===== config.mk =====
export PLATFORM = sky130hd
export DESIGN_NAME = seq_divider
export DESIGN_NICKNAME = d
export VERILOG_FILES = /design/src/rtl/seq_divider.sv
export SDC_FILE = /design/constraint.sdc
export NUM_CORES = 1
export LEC_CHECK = 0
export BUFFER_PORTS_ARGS = -buffer_cell sky130_fd_sc_hd__buf_2
export CAP_MARGIN = 20
export CORE_ASPECT_RATIO = 1.1
export CORE_MARGIN = 3
export CORE_UTILIZATION = 48
export DETAILED_ROUTE_END_ITERATION = 7
export PLACE_DENSITY = 0.72
export SKIP_LAST_GASP = 1
export SLEW_MARGIN = 25
export SYNTH_ARGS = -nofsm -noshare
export SYNTH_HDL_FRONTEND = slang
export SYNTH_SLANG_ARGS = --single-unit

===== constraint.sdc =====
create_clock -name clk -period 2 [get_ports clk]
set_input_delay 0.1 -clock clk [delete_from_list [all_inputs] [get_ports clk]]
set_output_delay 0.1 -clock clk [all_outputs]
set_load 0.05 [all_outputs]

===== src/rtl/seq_divider.sv =====
// Iterative restoring radix-2 unsigned divider, one quotient bit per clock.
// Define DIVIDER_ROUND_EN to add a round-half-up step on the quotient.
module seq_divider #(
    parameter int WIDTH = 4
) (
    input  logic             clk,
    input  logic             rst_n,
    input  logic             start,
    input  logic [WIDTH-1:0] X,
    input  logic [WIDTH-1:0] D,
    output logic [WIDTH-1:0] Q,
    output logic [WIDTH-1:0] R,
    output logic             busy,
    output logic             done,
    output logic             dbz
);

    localparam int CW = $clog2(WIDTH);

`ifdef DIVIDER_ROUND_EN
    typedef enum logic [1:0] {IDLE, RUN, DONE, ROUND} state_t;
`else
    typedef enum logic [1:0] {IDLE, RUN, DONE} state_t;
`endif

    state_t           state, state_nx;
    logic [WIDTH-1:0] quo;
    logic [WIDTH-1:0] dvs;
    logic [WIDTH-1:0] rem;
    logic [CW-1:0]    cnt;
    logic             accept;
    logic [WIDTH:0]   shifted;
    logic             sub_ok;
    logic [WIDTH-1:0] diff;

    assign accept  = start && (state == IDLE || state == DONE);
    assign shifted = {rem, quo[WIDTH-1]};
    assign sub_ok  = shifted >= {1'b0, dvs};
    // The true difference is below the divisor, so the low WIDTH bits are exact.
    assign diff    = shifted[WIDTH-1:0] - dvs;

    assign Q = quo;
    assign R = rem;

    always_ff @(posedge clk) begin
        if (!rst_n) state <= IDLE;
        else        state <= state_nx;
    end

    always_comb begin
        state_nx = state;
        busy     = 1'b0;
        done     = 1'b0;
        case (state)
            IDLE: begin
                if (accept) state_nx = (D == '0) ? DONE : RUN;
            end
            RUN: begin
                busy = 1'b1;
                if (cnt == '0) begin
`ifdef DIVIDER_ROUND_EN
                    state_nx = ROUND;
`else
                    state_nx = DONE;
`endif
                end
            end
`ifdef DIVIDER_ROUND_EN
            ROUND: begin
                busy     = 1'b1;
                state_nx = DONE;
            end
`endif
            DONE: begin
                done = 1'b1;
                if (accept) state_nx = (D == '0) ? DONE : RUN;
                else        state_nx = IDLE;
            end
            default: state_nx = IDLE;
        endcase
    end

    always_ff @(posedge clk) begin
        if (!rst_n) begin
            quo <= '0;
            dvs <= '0;
            rem <= '0;
            cnt <= '0;
            dbz <= 1'b0;
        end else if (accept) begin
            dvs <= D;
            cnt <= CW'(WIDTH - 1);
            dbz <= (D == '0);
            if (D == '0) begin
                quo <= '1;
                rem <= X;
            end else begin
                quo <= X;
                rem <= '0;
            end
        end else if (state == RUN) begin
            cnt <= cnt - 1'b1;
            if (sub_ok) begin
                rem <= diff;
                quo <= {quo[WIDTH-2:0], 1'b1};
            end else begin
                rem <= shifted[WIDTH-1:0];
                quo <= {quo[WIDTH-2:0], 1'b0};
            end
        end
`ifdef DIVIDER_ROUND_EN
        // Guard bit 2R >= D; cannot overflow since D >= 2 keeps Q below all ones.
        else if (state == ROUND) begin
            quo <= quo + WIDTH'({rem, 1'b0} >= {1'b0, dvs});
        end
`endif
    end

endmodule


==> results.yml, run 1 <==
routing:
  firstDrtPassIters: 4
  wire_per_inst_um: 13.0
  drt_iter0_markers: 11
  routed_wl_mm: 2.11
  vias_per_cell: 5.28
  route.detailed.drc: 0
  vias: 856
  ant_nets: 0
clock_network:
  cts-root-buf: "clkbuf_4"
  clkTransAtPathRegs_ns: 0.10
  clock_latency_ns: 0.28
  numCtsBuffers: 3
  cts.hold.buffers_added: 0
  clock-sinks: 17
  cts_setup_buffers: 0
  cts_tree: "built"
  ctsResizeCount: 0
  htreeDepth: 1
  clockBufferDepth: 2
critical_path:
  worstPathMaxFanout: 4
  max_stage_delay_ns: 0.41
  setup.worst_path.end_class: "register"
  crit_chain: "inv_1 > ha_1 > nand2b_1 > a2111oi_4 > or2_1 > o211ai_1 > a21oi_1"
  r2r_start: "Q[3]"
  critical_path_arrival_ns: 2.05
  path_depth: 7
  worstSetupPathType: "reg2reg"
  r2r_slack_ns: 0.16
  reg2regPathDepth: 7
  cp-startpoint: "Q[3]"
  worstSetupStartpointType: "register"
  crit_required_ns: 2.21
  endpoint: "R[0]"
  critical_path.top_delay_family: "compound AO/OA/AOI/OAI gates"
  critPathSlowestCell: "a2111oi_4"
  r2r_end: "R[0]"
  cp_num_buf_inv: 1
die:
  die_area_um2: 2550
  pin_count: 22
  start_util: 0.523
  coreArea_um2: 1820
  num_rows: 16
  die_x_um: 48.5
  die_h_um: 52.7
timing:
  fin_worst_skew_ns: 0.00446
  finalSetupViolations: 0
  finalSetupTns_ns: 0
  setup_ws_ns: 0.163
  final-max-slew-violation-count: 0
  rsz0062_at_grt: "no"
  slew_headroom: 0.611
  timing.final.hold_violations: 0
  tightest_slew_ns: 0.581
  fin_crit_ns: 1.84
  post-route-period-util: 0.918
  fmax_mhz: 544
pwr:
  sequentialPowerShare: 0.407
  p_switching_uw: 396
  p_per_area_nw_per_um2: 891
  clkPwrFrac: 0.183
  cellLeakagePower_nw: 0.486
  peakVddDrop_mv: 0.472
  p_comb_frac: 0.410
  switching_share: 0.398
  internal_power_uw: 597
yosys:
  synthCells: 112
  syn_area_per_cell_um2: 8.50
  synth-simple-area-share: 0.183
  synth_compound_area_frac: 0.302
  synth_xor_area_frac: 0.0184
  synth_top_family_by_area: "compound AO/OA/AOI/OAI gates"
  yosys.area.top_type: "dfxtp_1"
  synth_cell_type_count: 32
  synthAdderAreaFrac: 0.0867
  yosys_warnings: 0
  ys_seq_elements: 17
  synthMuxAreaShare: 0
  async_flop_share: 0
  synth_fp_nets: 129
  synth-edff-count: 0
  seq_area_frac_synth: 0.357
  synthDominantCellAreaShare: 0.357
  synth_ff_type: "dfxtp_1"
  netlist_area_um2: 952
  synthTopCellsByArea: "dfxtp_1 (36%), ha_1 (6.6%), nand2_1 (5.9%)"
placement:
  dp_hpwl_mm: 1.65
  pre_cts_ws_ns: 0.159
  numPortBuffers: 21
  gp_congestion: 0.837
finish:
  finalNetCount: 153
  post-route-util: 0.612
  antenna_cells: 0
  drive_gt1_frac: 0.237
  mostFrequentLayoutCells: "buf_2 (21), dfxtp_1 (15), nand2_1 (15)"
  area_delta_synth_final_pct: 17.1
  final_common_cell: "buf_2"
grt:
  antenna_found_initial: 0
  grt_pass1_vias: 842
  grt_max_degree: 18
  grt.overflow.total: 0
  grt_util_all_layers: 0.193
  grt_pass1_wl_mm: 3.75
outcome:
  outcome: "finished, final reports clean"
flow_run:
  maxCapViolCount: 0
min_path:
  min_path_type: "in2reg"
  min-delay-start: "D[2]"
-- flip-flops by register name, indices dropped and copies added, names as in the netlist --
name and cells:
dvs 4, dbz 1, state 2, R 4
Q 4, cnt 2
-- power by group through the flow --
stage / clock network, mW / registers (mW) / logic [mW]
finish: 0.182 / 0.404 / 0.407
global route: 0.199 / 0.410 / 0.453
floorplan: 0 / 0.487 / 0.240
detailed placement: 0 / 0.412 / 0.409
global placement: 0 / 0.410 / 0.401
CTS: 0.185 / 0.404 / 0.411
-- cells by family (layout without fill, tap and decap cells) --
logic type	count (synthesis)	in the layout
flip-flops	17	17
XOR/XNOR	2	2
AO/OA/AOI/OAI	40	40
adder cells (fa/ha/maj)	6	6
AND/OR/NAND/NOR	34	34
buffers and inverters	13	36
-- worst register-to-register path, cell delays in order (launching register included) --
cell and delay, ns:
dfxtp_2 0.35, inv_1 0.05, ha_1 0.32, nand2b_1 0.19, a2111oi_4 0.41, or2_1 0.21, o211ai_1 0.09, a21oi_1 0.15
-- metal layers --
| layer | track usage | vias up | wire [um] |
|---|---|---|---|
| met2 | 0.335 | 14 | 1000 |
| li1 | - | 443 | - |
| met4 | 0.0900 | 0 | 26 |
| met1 | 0.228 | 397 | 1030 |
| met5 | 0 | - | 0 |
| met3 | 0.0427 | 2 | 54 |
-- cells in the mapped netlist (2+ instances only) --
cell / instances
nor2b_1: 4
o211ai_1: 2
nand2_1: 15
dfxtp_1: 17
nor2_1: 2
nand2b_1: 3
inv_1: 10
o221ai_1: 3
a21boi_1: 3
a21oi_1: 10
and2_1: 2
a21boi_0: 5
o21ai_0: 9
clkbuf_1: 2
ha_1: 5
or2_1: 3
xor2_1: 2
-- final cells by class --
class | instances | area (um2)
timing repair buffer | 22 | 113
sequential | 17 | 343
inverter | 10 | 37.5
tap | 27 | 33.8
multi-input combinational | 82 | 562
clock buffer | 4 | 26.3
fill | 165 | 707
-- metrics by stage --
step                hold slack, ns  power, mW  std cells  area [um2]
CTS                         0.0631       1.00        162        1110
finish                      0.0682      0.993        162        1110
global placement             0.366      0.811        158        1090
global route                0.0634       1.06        162        1110
floorplan                    0.245      0.727        112         955
detailed placement           0.373      0.821        158        1090
-- how the worst min path moves through the flow --
stage	end	slack [ns]	cells after the start
final	dvs[2]	0.07	3
after global routing	dvs[3]	0.06	3
after CTS	dvs[2]	0.06	3
after detailed placement	dvs[2]	0.37	3
after global placement	dvs[2]	0.37	3
after floorplan	dvs[0]	0.24	2
Note: power is estimated with default switching activity, not from simulation.
==> run 2: changes to the inputs <==
CORE_UTILIZATION = 47   (was 48)
MAX_ROUTING_LAYER = met4   (was default)
PLACE_DENSITY = 0.74   (was 0.72)
clock period = 1.6 ns   (was 2 ns; I/O delays follow)
==> run 2 against run 1 <==
The run now ends with setup timing left. Non-clock buffer count grew 8. Wire length grew 5.0%. Cell count grew 4.9%.
==> results.yml, run 2 (same netlist as run 1, synthesis figures left out) <==
min_path:
  whs_path_depth: 3
  min_path_type: "in2reg"
  min_to: "dvs[0]"
  min-delay-start: "D[0]"
routing:
  top_layer: "met4"
  wire_per_inst_um: 13.1
  vias: 909
  route.detailed.drc: 0
  routed_wl_mm: 2.22
  wl_met2_mm: 1.14
  ant_nets: 0
  detailroute.wirelength.met3_um: 66
  wl_met1_um: 973
  vias_per_cell: 5.35
  firstDrtPassIters: 4
  drt_iter0_markers: 25
pwr:
  internal_power_uw: 830
  p_per_area_nw_per_um2: 1070
  p_switching_uw: 525
  p_comb_frac: 0.456
  switching_share: 0.387
  peakVddDrop_mv: 0.772
  clkPwrFrac: 0.166
  sequentialPowerShare: 0.378
  cellLeakagePower_nw: 0.543
grt:
  grt_pass1_wl_mm: 3.76
  grt.overflow.total: 0
  grt_max_degree: 18
  grt_pass1_vias: 876
  grt_util_all_layers: 0.194
  antenna_found_initial: 0
critical_path:
  worstPathMaxFanout: 4
  r2r_slack_ns: -0.03
  max_stage_delay_ns: 0.37
  r2r_end: "R[0]"
  critical_path.top_delay_family: "compound AO/OA/AOI/OAI gates"
  critPathSlowestCell: "dfxtp_4"
  worstSetupPathType: "reg2reg"
  critical_path_arrival_ns: 1.84
  crit_chain: "inv_4 > ha_4 > nand2b_4 > a2111oi_4 > or2_1 > o211ai_1 > a21oi_1"
  worstSetupStartpointType: "register"
  cp_num_buf_inv: 1
  r2r_start: "Q[3]"
  reg2regPathDepth: 7
  crit_required_ns: 1.81
  setup.worst_path.end_class: "register"
clock_network:
  cts-root-buf: "clkbuf_4"
  clkTransAtPathRegs_ns: 0.09
  clock-sinks: 17
  cts_tree: "built"
  clock_latency_ns: 0.29
  cts.hold.buffers_added: 0
  clockBufferDepth: 2
  htreeDepth: 1
  numCtsBuffers: 3
die:
  pin_count: 22
  die_x_um: 48.9
  start_util: 0.517
  coreArea_um2: 1840
  die_area_um2: 2600
  die_h_um: 53.2
  num_rows: 16
flow_run:
  maxCapViolCount: 0
outcome:
  violations: "setup timing"
  outcome: "complete, but fails checks"
finish:
  fill_cells: 168
  drive_gt1_frac: 0.399
  finalNetCount: 161
  mostFrequentLayoutCells: "buf_2 (21), nand2_1 (15), dfxtp_1 (10)"
  final_common_cell: "buf_2"
  antenna_cells: 0
  area_delta_synth_final_pct: 32.9
timing:
  tightest_slew_ns: 0.554
  whs_ns: 0.0426
  setup_ws_ns: -0.0259
  final-max-slew-violation-count: 0
  finalSetupTns_ns: -0.0393
  fin_crit_ns: 1.63
  fin_worst_skew_ns: 0.00191
  slew_headroom: 0.629
  finalSetupViolations: 3
  timing.final.hold_violations: 0
  rsz0062_at_grt: "yes"
  post-route-period-util: 1.02
  fmax_mhz: 615
placement:
  dp_hpwl_mm: 1.68
  numPortBuffers: 21
  gp_congestion: 0.827
## run 2: what timing repair did
item,in CTS,in global routing
pin swaps,9,3
setup buffers,5,0
resized for setup,6,3
setup endpoints to repair,5,5
## run 2: layout make-up
| class | instances | area [um2] | area share |
|---|---|---|---|
| multi-input cells | 82 | 633 | 0.500 |
| flip-flops and latches | 17 | 359 | 0.284 |
| repair buffers | 30 | 173 | 0.136 |
| inverters | 10 | 40.0 | 0.0317 |
| well taps | 27 | 33.8 | 0.0267 |
| clock buffers | 4 | 26.3 | 0.0208 |
## run 2: worst reg2reg max path, delay by kind of cell, from the launching register on
kind                     cells  cell delay, ns
AND/OR/NAND/NOR              2            0.33
flip-flops                   1            0.37
buffers and inverters        1            0.04
adder cells (fa/ha/maj)      1            0.21
AO/OA/AOI/OAI                3            0.60
## run 2: per-layer routing
| layer | track usage | vias up |
|---|---|---|
| met5 | - | - |
| met4 | 0.0995 | 0 |
| met3 | 0.0169 | 5 |
| met2 | 0.337 | 20 |
| met1 | 0.227 | 423 |
| li1 | - | 461 |
## run 2: how the worst max path moves through the flow
stage,start,end,slack (ns),depth (start not counted)
finish,Q[3],R[0],-0.03,7
detailed placement,dvs[1],Q[0],-0.06,7
global route,Q[3],R[1],-0.10,7
global placement,dvs[1],Q[0],0.008,7
floorplan,R[0],Q[0],-0.02,6
CTS,R[0],R[3],-0.05,6
## run 2: metrics by stage
step	total power [mW]	std cells	setup WS [ns]	instance area, um2	util
6_report	1.35	170	-0.0259	1260	0.687
5_1_grt	1.44	170	-0.101	1260	0.687
4_1_cts	1.35	170	-0.0469	1250	0.680
3_5_place_dp	1.08	161	-0.0552	1170	0.637
3_3_place_gp	1.06	161	0.00762	1170	0.637
2_1_floorplan	0.948	112	-0.0153	1020	-
## run 2: power by group through the flow
| stage | Clock, mW | Combinational [mW] | Sequential, mW |
|---|---|---|---|
| final | 0.225 | 0.617 | 0.512 |
| after global routing | 0.250 | 0.674 | 0.518 |
| after CTS | 0.235 | 0.602 | 0.512 |
| after detailed placement | 0 | 0.556 | 0.520 |
| after global placement | 0 | 0.544 | 0.520 |
| after floorplan | 0 | 0.331 | 0.617 |
==> run 3: changes to the inputs <==
RECOVER_POWER = 100   (was default)
==> run 3 against run 2 <==
Worst setup slack better by 0.0042 ns. Largest power group unchanged. The flow still finishes with violations (setup timing). Sequential cell count stayed put. Critical path type unchanged. Critical path depth unchanged.
==> results.yml, run 3 (same netlist as run 1, synthesis figures left out) <==
finish:
  drive_gt1_frac: 0.322
  finalNetCount: 161
  fin_area_um2: 1250
  stdcell_count: 170
  area_delta_synth_final_pct: 31.3
  post-route-util: 0.679
  mostFrequentLayoutCells: "nand2_1 (16), clkbuf_1 (11), dfxtp_1 (10), buf_2 (10)"
  antenna_cells: 0
  final_common_cell: "nand2_1"
routing:
  vias_per_cell: 5.34
  routed_wl_mm: 2.26
  wire_per_inst_um: 13.3
  drt_iter0_markers: 17
  ant_nets: 0
  vias: 907
  firstDrtPassIters: 4
  route.detailed.drc: 0
placement:
  gp_congestion: 0.827
  dp_hpwl_mm: 1.68
  dp.cells: 161
  numPortBuffers: 21
  postPlaceCellArea_um2: 1170
timing:
  tightest_slew_ns: 0.611
  setup_ws_ns: -0.0217
  slew_headroom: 0.594
  fin_crit_ns: 1.62
  timing.final.hold_violations: 0
  final-max-slew-violation-count: 0
  rsz0062_at_grt: "yes"
  post-route-period-util: 1.01
  whs_ns: 0.0459
  fin_worst_skew_ns: 0.00319
  fmax_mhz: 617
  finalSetupViolations: 3
flow_run:
  maxCapViolCount: 0
critical_path:
  worstSetupStartpointType: "register"
  crit_required_ns: 1.81
  critical_path_arrival_ns: 1.83
  worstPathMaxFanout: 4
  worstSetupPathType: "reg2reg"
  setup.worst_path.end_class: "register"
grt:
  grt_max_degree: 18
  grt.overflow.total: 0
  grt_pass1_wl_mm: 3.76
  grt_pass1_vias: 876
  antenna_found_initial: 0
  grt_util_all_layers: 0.194
clock_network:
  htreeDepth: 1
  numCtsBuffers: 3
  cts-root-buf: "clkbuf_4"
  clockBufferDepth: 2
  clock_latency_ns: 0.29
  cts.hold.buffers_added: 0
  cts_tree: "built"
  clkTransAtPathRegs_ns: 0.09
  clock-sinks: 17
die:
  num_rows: 16
  start_util: 0.517
  coreArea_um2: 1840
  die_h_um: 53.2
  die_area_um2: 2600
  die_x_um: 48.9
  pin_count: 22
pwr:
  p_per_area_nw_per_um2: 1080
  clkPwrFrac: 0.167
  peakVddDrop_mv: 0.803
  switching_share: 0.391
  cellLeakagePower_nw: 0.502
  sequentialPowerShare: 0.381
  p_comb_frac: 0.452
  internal_power_uw: 820
  p_switching_uw: 525
outcome:
  outcome: "complete, but fails checks"
  violations: "setup timing"
min_path:
  min_path_type: "in2reg"
run 3: path summary, 6_finish.rpt:
| path | start | endpoint | slack [ns] | cells after the start |
|---|---|---|---|---|
| worst max-delay path | Q[3] | R[0] | -0.02 | 7 |
| worst min-delay path | D[0] | dvs[0] | 0.05 | 3 |
| worst max register to register | Q[3] | R[0] | -0.02 | 7 |
| worst min register to register | dvs[2] | dvs[2] | 0.47 | 2 |
run 3: timing repair:
action | 4_1_cts | 5_1_grt
endpoints found under the setup margin | 5 | 5
setup buffers | 5 | 0
gates resized for setup | 6 | 3
pin swaps | 9 | 3
run 3: power groups by stage:
stage	Sequential (mW)	Clock, mW	Combinational, mW
final	0.513	0.224	0.608
after global routing	0.519	0.250	0.664
after CTS	0.512	0.235	0.602
after detailed placement	0.520	0	0.556
after global placement	0.520	0	0.544
after floorplan	0.617	0	0.331
run 3: area by class of cell:
cell class | instances | area (um2)
Clock buffer | 4 | 26.3
Fill cell | 175 | 592
Inverter | 10 | 40.0
Multi-Input combinational cell | 82 | 631
Sequential cell | 17 | 359
Tap cell | 27 | 33.8
Timing Repair Buffer | 30 | 160
run 3: metal layers:
layer  GRT usage  wire length, um
met1       0.227             1010
met2       0.337             1150
met3      0.0169               69
met4      0.0995               31
met5           -                0
run 3: metrics by stage:
stage               power [mW]  setup slack [ns]  setup TNS (ns)
finish                    1.35           -0.0217         -0.0334
global route              1.43            -0.101          -0.421
CTS                       1.35           -0.0469          -0.101
detailed placement        1.08           -0.0552         -0.0996
global placement          1.06           0.00762               0
floorplan                0.948           -0.0153         -0.0153
run 3: worst max-delay path: stages (launching register included):
cell and delay [ns]:
dfxtp_4 0.37, inv_4 0.04, ha_4 0.20, nand2b_4 0.14, a2111oi_4 0.35, or2_1 0.19
o211ai_1 0.09, a21oi_1 0.16
